--- src/rtl/i2c_slave_regs.sv ---
// I2C write-target register port: START, addr+R/W, sub-address, data bytes, STOP.
// Define I2C_SLAVE_READ_EN to add the read path (rd_strobe/rd_data, READ/READ_ACK states).
module i2c_slave_regs #(
   parameter logic [6:0] DEV_ADDR    = 7'h68,
   parameter int         SYNC_STAGES = 2
) (
   input  logic       clk,
   input  logic       reset,
   input  logic       scl,
   input  logic       sda_in,
   output logic       sda_oe,
   output logic       wr_strobe,
   output logic [7:0] reg_addr,
   output logic [7:0] reg_data,
`ifdef I2C_SLAVE_READ_EN
   output logic       rd_strobe,
   input  logic [7:0] rd_data,
`endif
   output logic       busy
);

   typedef enum logic [3:0] {
      IDLE, ADDR, ADDR_ACK, SUB, SUB_ACK, DATA, DATA_ACK, WAIT_STOP, READ, READ_ACK
   } state_t;

   state_t                 state;
   logic [SYNC_STAGES-1:0] scl_sync, sda_sync;
   logic                   scl_q, sda_q;
   logic                   scl_s, sda_s;
   logic                   scl_rise, scl_fall, start_det, stop_det;
   logic [2:0]             bit_cnt;
   logic                   full;
   logic [7:0]             shreg;
   logic                   addr_ok;
`ifdef I2C_SLAVE_READ_EN
   logic                   rd_mode;
   logic [7:0]             tx;
`endif

   // Idle bus is high, so synchronisers reset to 1 to avoid a phantom START.
   always_ff @(posedge clk or posedge reset) begin
      if (reset) begin
         scl_sync <= '1;
         sda_sync <= '1;
         scl_q    <= 1'b1;
         sda_q    <= 1'b1;
      end else begin
         scl_sync <= {scl_sync[SYNC_STAGES-2:0], scl};
         sda_sync <= {sda_sync[SYNC_STAGES-2:0], sda_in};
         scl_q    <= scl_s;
         sda_q    <= sda_s;
      end
   end

   assign scl_s     = scl_sync[SYNC_STAGES-1];
   assign sda_s     = sda_sync[SYNC_STAGES-1];
   assign scl_rise  = scl_s & ~scl_q;
   assign scl_fall  = ~scl_s & scl_q;
   assign start_det = scl_s & scl_q & sda_q & ~sda_s;
   assign stop_det  = scl_s & scl_q & ~sda_q & sda_s;

`ifdef I2C_SLAVE_READ_EN
   assign addr_ok = (shreg[7:1] == DEV_ADDR);
`else
   assign addr_ok = (shreg[7:1] == DEV_ADDR) && !shreg[0];
`endif

   always_ff @(posedge clk or posedge reset) begin
      if (reset) begin
         state     <= IDLE;
         sda_oe    <= 1'b0;
         wr_strobe <= 1'b0;
         busy      <= 1'b0;
         reg_addr  <= 8'h00;
         reg_data  <= 8'h00;
         bit_cnt   <= 3'd0;
         full      <= 1'b0;
         shreg     <= 8'h00;
`ifdef I2C_SLAVE_READ_EN
         rd_strobe <= 1'b0;
         rd_mode   <= 1'b0;
         tx        <= 8'h00;
`endif
      end else begin
         wr_strobe <= 1'b0;
         if (wr_strobe) reg_addr <= reg_addr + 8'd1;
`ifdef I2C_SLAVE_READ_EN
         rd_strobe <= 1'b0;
         if (rd_strobe) tx <= rd_data;
`endif
         if (stop_det) begin
            state  <= IDLE;
            sda_oe <= 1'b0;
            busy   <= 1'b0;
         end else if (start_det) begin
            state   <= ADDR;
            sda_oe  <= 1'b0;
            busy    <= 1'b0;
            bit_cnt <= 3'd0;
            full    <= 1'b0;
         end else begin
            case (state)
               ADDR, SUB, DATA: begin
                  if (scl_rise) begin
                     shreg   <= {shreg[6:0], sda_s};
                     bit_cnt <= bit_cnt + 3'd1;
                     full    <= (bit_cnt == 3'd7);
                  end else if (scl_fall && full) begin
                     // ACK slot starts on the fall after the 8th bit
                     full <= 1'b0;
                     if (state == ADDR) begin
                        if (addr_ok) begin
                           state  <= ADDR_ACK;
                           sda_oe <= 1'b1;
                           busy   <= 1'b1;
`ifdef I2C_SLAVE_READ_EN
                           rd_mode   <= shreg[0];
                           rd_strobe <= shreg[0];
`endif
                        end else begin
                           state <= WAIT_STOP;
                        end
                     end else if (state == SUB) begin
                        state    <= SUB_ACK;
                        sda_oe   <= 1'b1;
                        reg_addr <= shreg;
                     end else begin
                        state     <= DATA_ACK;
                        sda_oe    <= 1'b1;
                        reg_data  <= shreg;
                        wr_strobe <= 1'b1;
                     end
                  end
               end
               ADDR_ACK, SUB_ACK, DATA_ACK: begin
                  if (scl_fall) begin
                     sda_oe  <= 1'b0;
                     bit_cnt <= 3'd0;
                     full    <= 1'b0;
                     state   <= (state == ADDR_ACK) ? SUB : DATA;
`ifdef I2C_SLAVE_READ_EN
                     if (state == ADDR_ACK && rd_mode) begin
                        state  <= READ;
                        sda_oe <= ~tx[7];
                     end
`endif
                  end
               end
`ifdef I2C_SLAVE_READ_EN
               READ: begin
                  if (scl_rise) begin
                     bit_cnt <= bit_cnt + 3'd1;
                     full    <= (bit_cnt == 3'd7);
                  end else if (scl_fall) begin
                     if (full) begin
                        full   <= 1'b0;
                        sda_oe <= 1'b0;
                        state  <= READ_ACK;
                     end else begin
                        sda_oe <= ~tx[6];
                        tx     <= {tx[6:0], 1'b0};
                     end
                  end
               end
               READ_ACK: begin
                  // full marks a master ACK seen on this slot's rising edge
                  if (scl_rise) begin
                     if (!sda_s) begin
                        reg_addr  <= reg_addr + 8'd1;
                        rd_strobe <= 1'b1;
                        full      <= 1'b1;
                     end else begin
                        state <= WAIT_STOP;
                     end
                  end else if (scl_fall && full) begin
                     full    <= 1'b0;
                     bit_cnt <= 3'd0;
                     sda_oe  <= ~tx[7];
                     state   <= READ;
                  end
               end
`endif
               default: ;
            endcase
         end
      end
   end

endmodule

--- config.mk ---
export PLATFORM = sky130hd
export DESIGN_NAME = i2c_slave_regs
export DESIGN_NICKNAME = d
export VERILOG_FILES = /design/src/rtl/i2c_slave_regs.sv
export SDC_FILE = /design/constraint.sdc
export NUM_CORES = 1
export LEC_CHECK = 0
export BUFFER_PORTS_ARGS = -buffer_cell sky130_fd_sc_hd__buf_4
export CELL_PAD_IN_SITES_DETAIL_PLACEMENT = 0
export CELL_PAD_IN_SITES_GLOBAL_PLACEMENT = 2
export CORE_MARGIN = 10
export CORE_UTILIZATION = 24
export DETAILED_ROUTE_END_ITERATION = 12
export HOLD_SLACK_MARGIN = 0.15
export MAX_ROUTING_LAYER = met4
export PLACE_DENSITY = 0.62
export SYNTH_ARGS = -nofsm -noshare
export SYNTH_HDL_FRONTEND = slang
export SYNTH_SLANG_ARGS = --single-unit
--- constraint.sdc ---
create_clock -name clk -period 2.3 [get_ports clk]
set_input_delay 0.115 -clock clk [delete_from_list [all_inputs] [get_ports clk]]
set_output_delay 0.115 -clock clk [all_outputs]
set_load 0.01 [all_outputs]
==> results of run 1 <==
## area by class of cell
cell class / instances / area, µm² / share of cell area [%]
sequential: 40 / 1010 / 44.0
clock buffer: 5 / 68.8 / 3.00
timing repair buffer: 28 / 218 / 9.50
tap: 102 / 128 / 5.57
multi-input combinational: 123 / 803 / 35.1
inverter: 5 / 18.8 / 0.819
clock inverter: 3 / 46.3 / 2.02
## cell usage after synthesis, drive strengths merged
library cell  number  area share (%)
a21oi              5             1.3
a22o               2            0.94
a311oi             1            0.47
a31oi              4             1.7
a32oi              1            0.47
and3b              1            0.47
and4b              1            0.54
buf                6             1.6
clkbuf             1            0.27
dfrtp             34              46
dfstp              6             8.5
ha                 3             2.0
inv                5             1.0
mux2              10             6.0
mux2i              2             1.1
nand2             37             7.6
nand2b             4             1.3
nand3              1            0.27
nand3b             1            0.40
nand4              2            0.67
nand4b             3             1.7
nor2               6             1.2
nor2b              2            0.67
nor3               2             1.1
nor3b              1            0.67
nor4               1            0.34
o211ai             1            0.40
o21ai             16             4.3
o21ba              1            0.54
o21bai             1            0.40
o221a              1            0.60
o22ai              1            0.34
o311ai             1            0.47
o32a               1            0.54
or3                2            0.67
xnor2              4             1.9
xor2               4             1.9
## stage by stage
step | util (%) | std cells
after global routing | 30.0 | 306
after detailed placement | 28.1 | 295
final | 30.0 | 306
after floorplan | - | 175
after global placement | 28.1 | 295
after CTS | 30.0 | 306
## state kept, by name, summed over array words and instances, names as in the netlist, 2 cells and up
name	flops
reg_addr	8
reg_data	8
shreg	8
bit_cnt	3
state	3
scl_sync	2
sda_sync	2
## repair_timing
item	4_1_cts	5_1_grt
endpoints found under the hold margin	36	0
hold buffers	3	0
setup buffers	0	0
## power by group through the flow
stage	Clock [mW]	Sequential [mW]	Combinational, mW
2_1_floorplan	0	1.01	0.452
3_3_place_gp	0	1.11	0.573
3_5_place_dp	0	1.11	0.567
4_1_cts	0.623	1.09	0.576
5_1_grt	0.653	1.13	0.651
6_report	0.594	1.09	0.564
## cells by family after synthesis
family / synth area share, %
adders and majority gates: 2.01
and+or+nand+nor: 17.7
buffers and inverters: 2.88
muxes: 7.11
AOI/OAI and AO/OA: 12.5
DFF: 54.1
xor gates and xnor gates: 3.76
## metal layers
metal	track usage, %	vias up	wire (µm)
met2	11.0	24	1870
met3	1.73	4	153
li1	-	665	-
met5	-	-	0
met4	3.72	0	61
met1	11.0	627	2130
## worst paths after layout
check | start | to | slack [ns] | cells after the start
min in group asynchronous | reset | reg_addr[4] | 0.50 | 4
worst min register to register | sda_sync[0] | sda_sync[1] | 0.36 | 0
max in group asynchronous | reset | sda_sync[0] | 1.41 | 4
worst max register to register | scl_q | reg_data[0] | 0.52 | 3
worst max-delay path | scl_q | reg_data[0] | 0.52 | 3
worst min-delay path | sda_sync[0] | sda_sync[1] | 0.36 | 0
==> key figures, run 1 <==
Power
  • Peak supply drop: 0.000320 V
  • Seq pwr share: 48.5%
  • Int Pwr: 1.47 mW
  • P_leak: 1.03 nW
  • Switching share of power: 34.6%
  • Clock power share: 26.4%
  • Comb pwr share: 25.1%
  • Total chip power: 2.25 mW
  • Power Density: 983 mW/mm²
  • Switch Pwr: 0.779 mW

Critical path
  • Worst path bufs/invs: 0
  • Slowest cell on the critical path: dfstp_2
  • CP arrival: 1.96 ns
  • Worst path cell trace: nand4b_2 -> nor3_4 -> mux2_2
  • Slowest stage delay, CP: 0.64 ns
  • CP Data Required Time: 2.48 ns
  • CP Max Fanout: 10
  • Worst setup EP type: flop
  • CP Class: reg2reg
  • Crit-path leading delay family: flip-flops
  • Crit path launch type: flop

Global routing
  • Gr ovfl total: 0
  • First-pass GRT wire length: 7.31 mm
  • Vias in the first global route: 1368
  • Largest net degree at the start of global routing: 41
  • GRT Total Usage: 8.06%
  • Initial antenna violation count: 0

STA
  • Minimum clock period: 1.78 ns
  • Worst Clk Skew: 0.00539 ns
  • Final hold violation count: 0
  • Final WS setup: 0.523 ns
  • RSZ-0062 raised after global routing: false
  • Slew margin rel.: 65.2%
  • Total negative slack: 0 ns
  • Highest Clock Rate: 0.563 GHz
  • Final period utilization: 77.3%
  • Slew @ Worst Pin: 0.522 ns
  • Max Slew Vio Count: 0
  • Worst hold slack: 0.358 ns
  • Final setup fails: 0

Floorplan
  • Num ports: 23
  • Die width: 108 µm
  • Row count: 32
  • DIE HEIGHT: 108 µm
  • Core Area: 0.00765 mm²
  • Initial Util: 24.4%
  • Die ar.: 0.0117 mm²

Placement
  • DP HPWL: 2.93 mm
  • DP Area: 0.00215 mm²
  • Pre-CTS WS: 0.540 ns
  • IO buf count: 22
  • GPL Wtd Cong: 0.711

Finish
  • Area grow syn2layout: 22.8%
  • Inserted Diodes: 0
  • Share of cells above drive strength 1: 27.9%
  • Fillers: 780
  • Post-Layout Inst Area: 0.00229 mm²
  • Commonest non-fill, non-tap cell in the layout: nand2_1
  • Layout Nets: 210
  • Commonest non-fill, non-tap cells in the layout: nand2_1, dfrtp_1, buf_4

Clock network
  • CTS Sinks: 40
  • Clock-pin slew on the worst setup and hold paths: 0.08 ns
  • Post-CTS sizing: 0
  • TritonCTS Buffers: 5
  • Root Driver: clkbuf_8
  • Worst skew pair latency: 0.29 ns
  • CTS tree: done
  • CTS Buffer Depth: 2
  • H-Tree Depth: 2

Detailed routing
  • Final WL: 4.22 mm
  • ANT nets after route: 0
  • Via count: 1320
  • Initial DRC count: 55
  • TritonRoute pass-1 iters: 4
  • Wirelength per Cell: 13.8 µm
  • Vias per cell: 4.31
  • DRC Markers: 0

Outcome
  • Status: completed

Yosys
  • Syn Nets: 182
  • Synth warn: 0
  • Sequential area share after synthesis: 54.1%
  • Synth unique cells: 42
  • Synthesized area: 0.00187 mm²
  • Mapped Cells: 175
  • Syn_area_per_cell: 10.7 µm²
  • Synthesis-stage register bit count: 40

Worst hold path
  • HP Class: reg2reg

Job
  • Max_cap viols: 0
No activity file was read; power rests on OpenSTA's default activity.
==> inputs of run 2 (changes only) <==
- clock period: 2.3 -> 1.8 ns (I/O delays scaled with it)
==> key figures, run 2 (synthesis results as in run 1) <==
Clock network
  • CTS Sinks: 40
  • Clock-pin slew on the worst setup and hold paths: 0.08 ns
  • H-Tree Depth: 2
  • CTS tree: done
  • Worst skew pair latency: 0.30 ns
  • CTS Buffer Depth: 2
  • Root Driver: clkbuf_8
  • Post-CTS sizing: 0
  • Post-CTS Hold Buffers: 3
  • Post-CTS Setup Bufs: 0
  • TritonCTS Buffers: 5

Critical path
  • CP arrival: 1.78 ns
  • Worst reg2reg path depth: 4
  • Setup slack, reg-to-reg: 0.20 ns
  • CP Class: reg2reg
  • Worst R2R Start: scl_q
  • CP Data Required Time: 1.98 ns
  • Worst setup EP type: flop
  • Crit path launch type: flop
  • Reg2reg end: reg_data[0]
  • Worst setup path start: scl_q
  • CP Max Fanout: 10

Placement
  • IO buf count: 22
  • GPL Wtd Cong: 0.781
  • DP HPWL: 2.98 mm

Finish
  • Inserted Diodes: 0
  • Commonest non-fill, non-tap cells in the layout: nand2_1, dfrtp_1, buf_4
  • Top flop regs: reg_addr (8), reg_data (8), shreg (8)
  • Area grow syn2layout: 23.8%
  • Share of cells above drive strength 1: 29.7%
  • Layout Nets: 215
  • Commonest non-fill, non-tap cell in the layout: nand2_1

Floorplan
  • Die width: 108 µm
  • Initial Util: 24.4%
  • Row count: 32
  • Num ports: 23
  • Core Area: 0.00765 mm²
  • Die ar.: 0.0117 mm²
  • DIE HEIGHT: 108 µm

Global routing
  • Largest net degree at the start of global routing: 41
  • Gr ovfl total: 0
  • GRT Total Usage: 8.06%
  • Vias in the first global route: 1378
  • Initial antenna violation count: 0
  • First-pass GRT wire length: 7.29 mm

Power
  • Power Density: 1210 mW/mm²
  • P_leak: 1.05 nW
  • Peak supply drop: 0.000333 V

Job
  • Max_cap viols: 0

STA
  • RSZ-0062 raised after global routing: false
  • Worst hold slack: 0.358 ns
  • Worst Clk Skew: 0.00563 ns
  • Minimum clock period: 1.60 ns
  • Final period utilization: 88.9%
  • Highest Clock Rate: 0.625 GHz
  • Slew margin rel.: 65.1%
  • Slew @ Worst Pin: 0.524 ns
  • Total negative slack: 0 ns
  • Final hold violation count: 0
  • Final setup fails: 0
  • Max Slew Vio Count: 0

Detailed routing
  • TritonRoute pass-1 iters: 4
  • Via count: 1350
  • Vias per cell: 4.34
  • Wirelength per Cell: 13.8 µm
  • ANT nets after route: 0
  • Final WL: 4.29 mm
  • DRC Markers: 0
  • Initial DRC count: 67

Worst hold path
  • Hold Crit Depth: 0
  • Worst Hold Launch: scl_sync[0]
  • HP Class: reg2reg
  • Hold Path Sink: scl_sync[1]

Outcome
  • Status: completed
-- run 2: final cells by class --
class / count / area [µm²]
clock buffers: 6 / 82.6
clock inverters: 2 / 13.8
fillers: 794 / 5340
inverters: 5 / 18.8
multi-input cells: 123 / 803
flip-flops and latches: 40 / 1010
well taps: 102 / 128
repair buffers: 33 / 255
-- run 2: power breakdown --
part	switching (mW)	internal, mW	total, mW
clock	0.328	0.313	0.641
sequential	0.287	1.10	1.39
combinational	0.376	0.396	0.772
total	0.991	1.81	2.80
-- run 2: layer usage --
layer,vias to the layer above,wire (µm),track usage (%)
li1,675,-,-
met2,19,1890,11.6
met5,-,0,-
met4,0,82,3.44
met3,7,123,1.90
met1,649,2200,10.5
-- run 2: worst max-delay path by stage --
| stage | to | slack, ns | cells after the start |
|---|---|---|---|
| final | reg_data[0] | 0.20 | 4 |
| after global routing | state[0] | 0.09 | 4 |
| after CTS | reg_data[0] | 0.19 | 4 |
| after detailed placement | reg_data[6] | 0.20 | 4 |
| after global placement | reg_data[5] | 0.22 | 4 |
| after floorplan | reg_data[0] | 0.19 | 4 |
-- run 2: per-stage QoR --
stage / cells / total power [mW] / util, % / worst slack (ns) / area (µm²)
final: 311 / 2.80 / 30.2 / 0.200 / 2310
after global routing: 311 / 3.03 / 30.2 / 0.0909 / 2310
after CTS: 311 / 2.85 / 30.2 / 0.188 / 2310
after detailed placement: 300 / 2.18 / 28.6 / 0.198 / 2180
after global placement: 300 / 2.19 / 28.6 / 0.225 / 2180
after floorplan: 175 / 1.87 / - / 0.193 / 1870
-- run 2: worst max-delay path, cell delays in order, from the launching register on --
cell and delay, ns:
dfstp_2 0.63, nand4b_2 0.18, nor3_4 0.14, buf_4 0.20
mux2_2 0.34
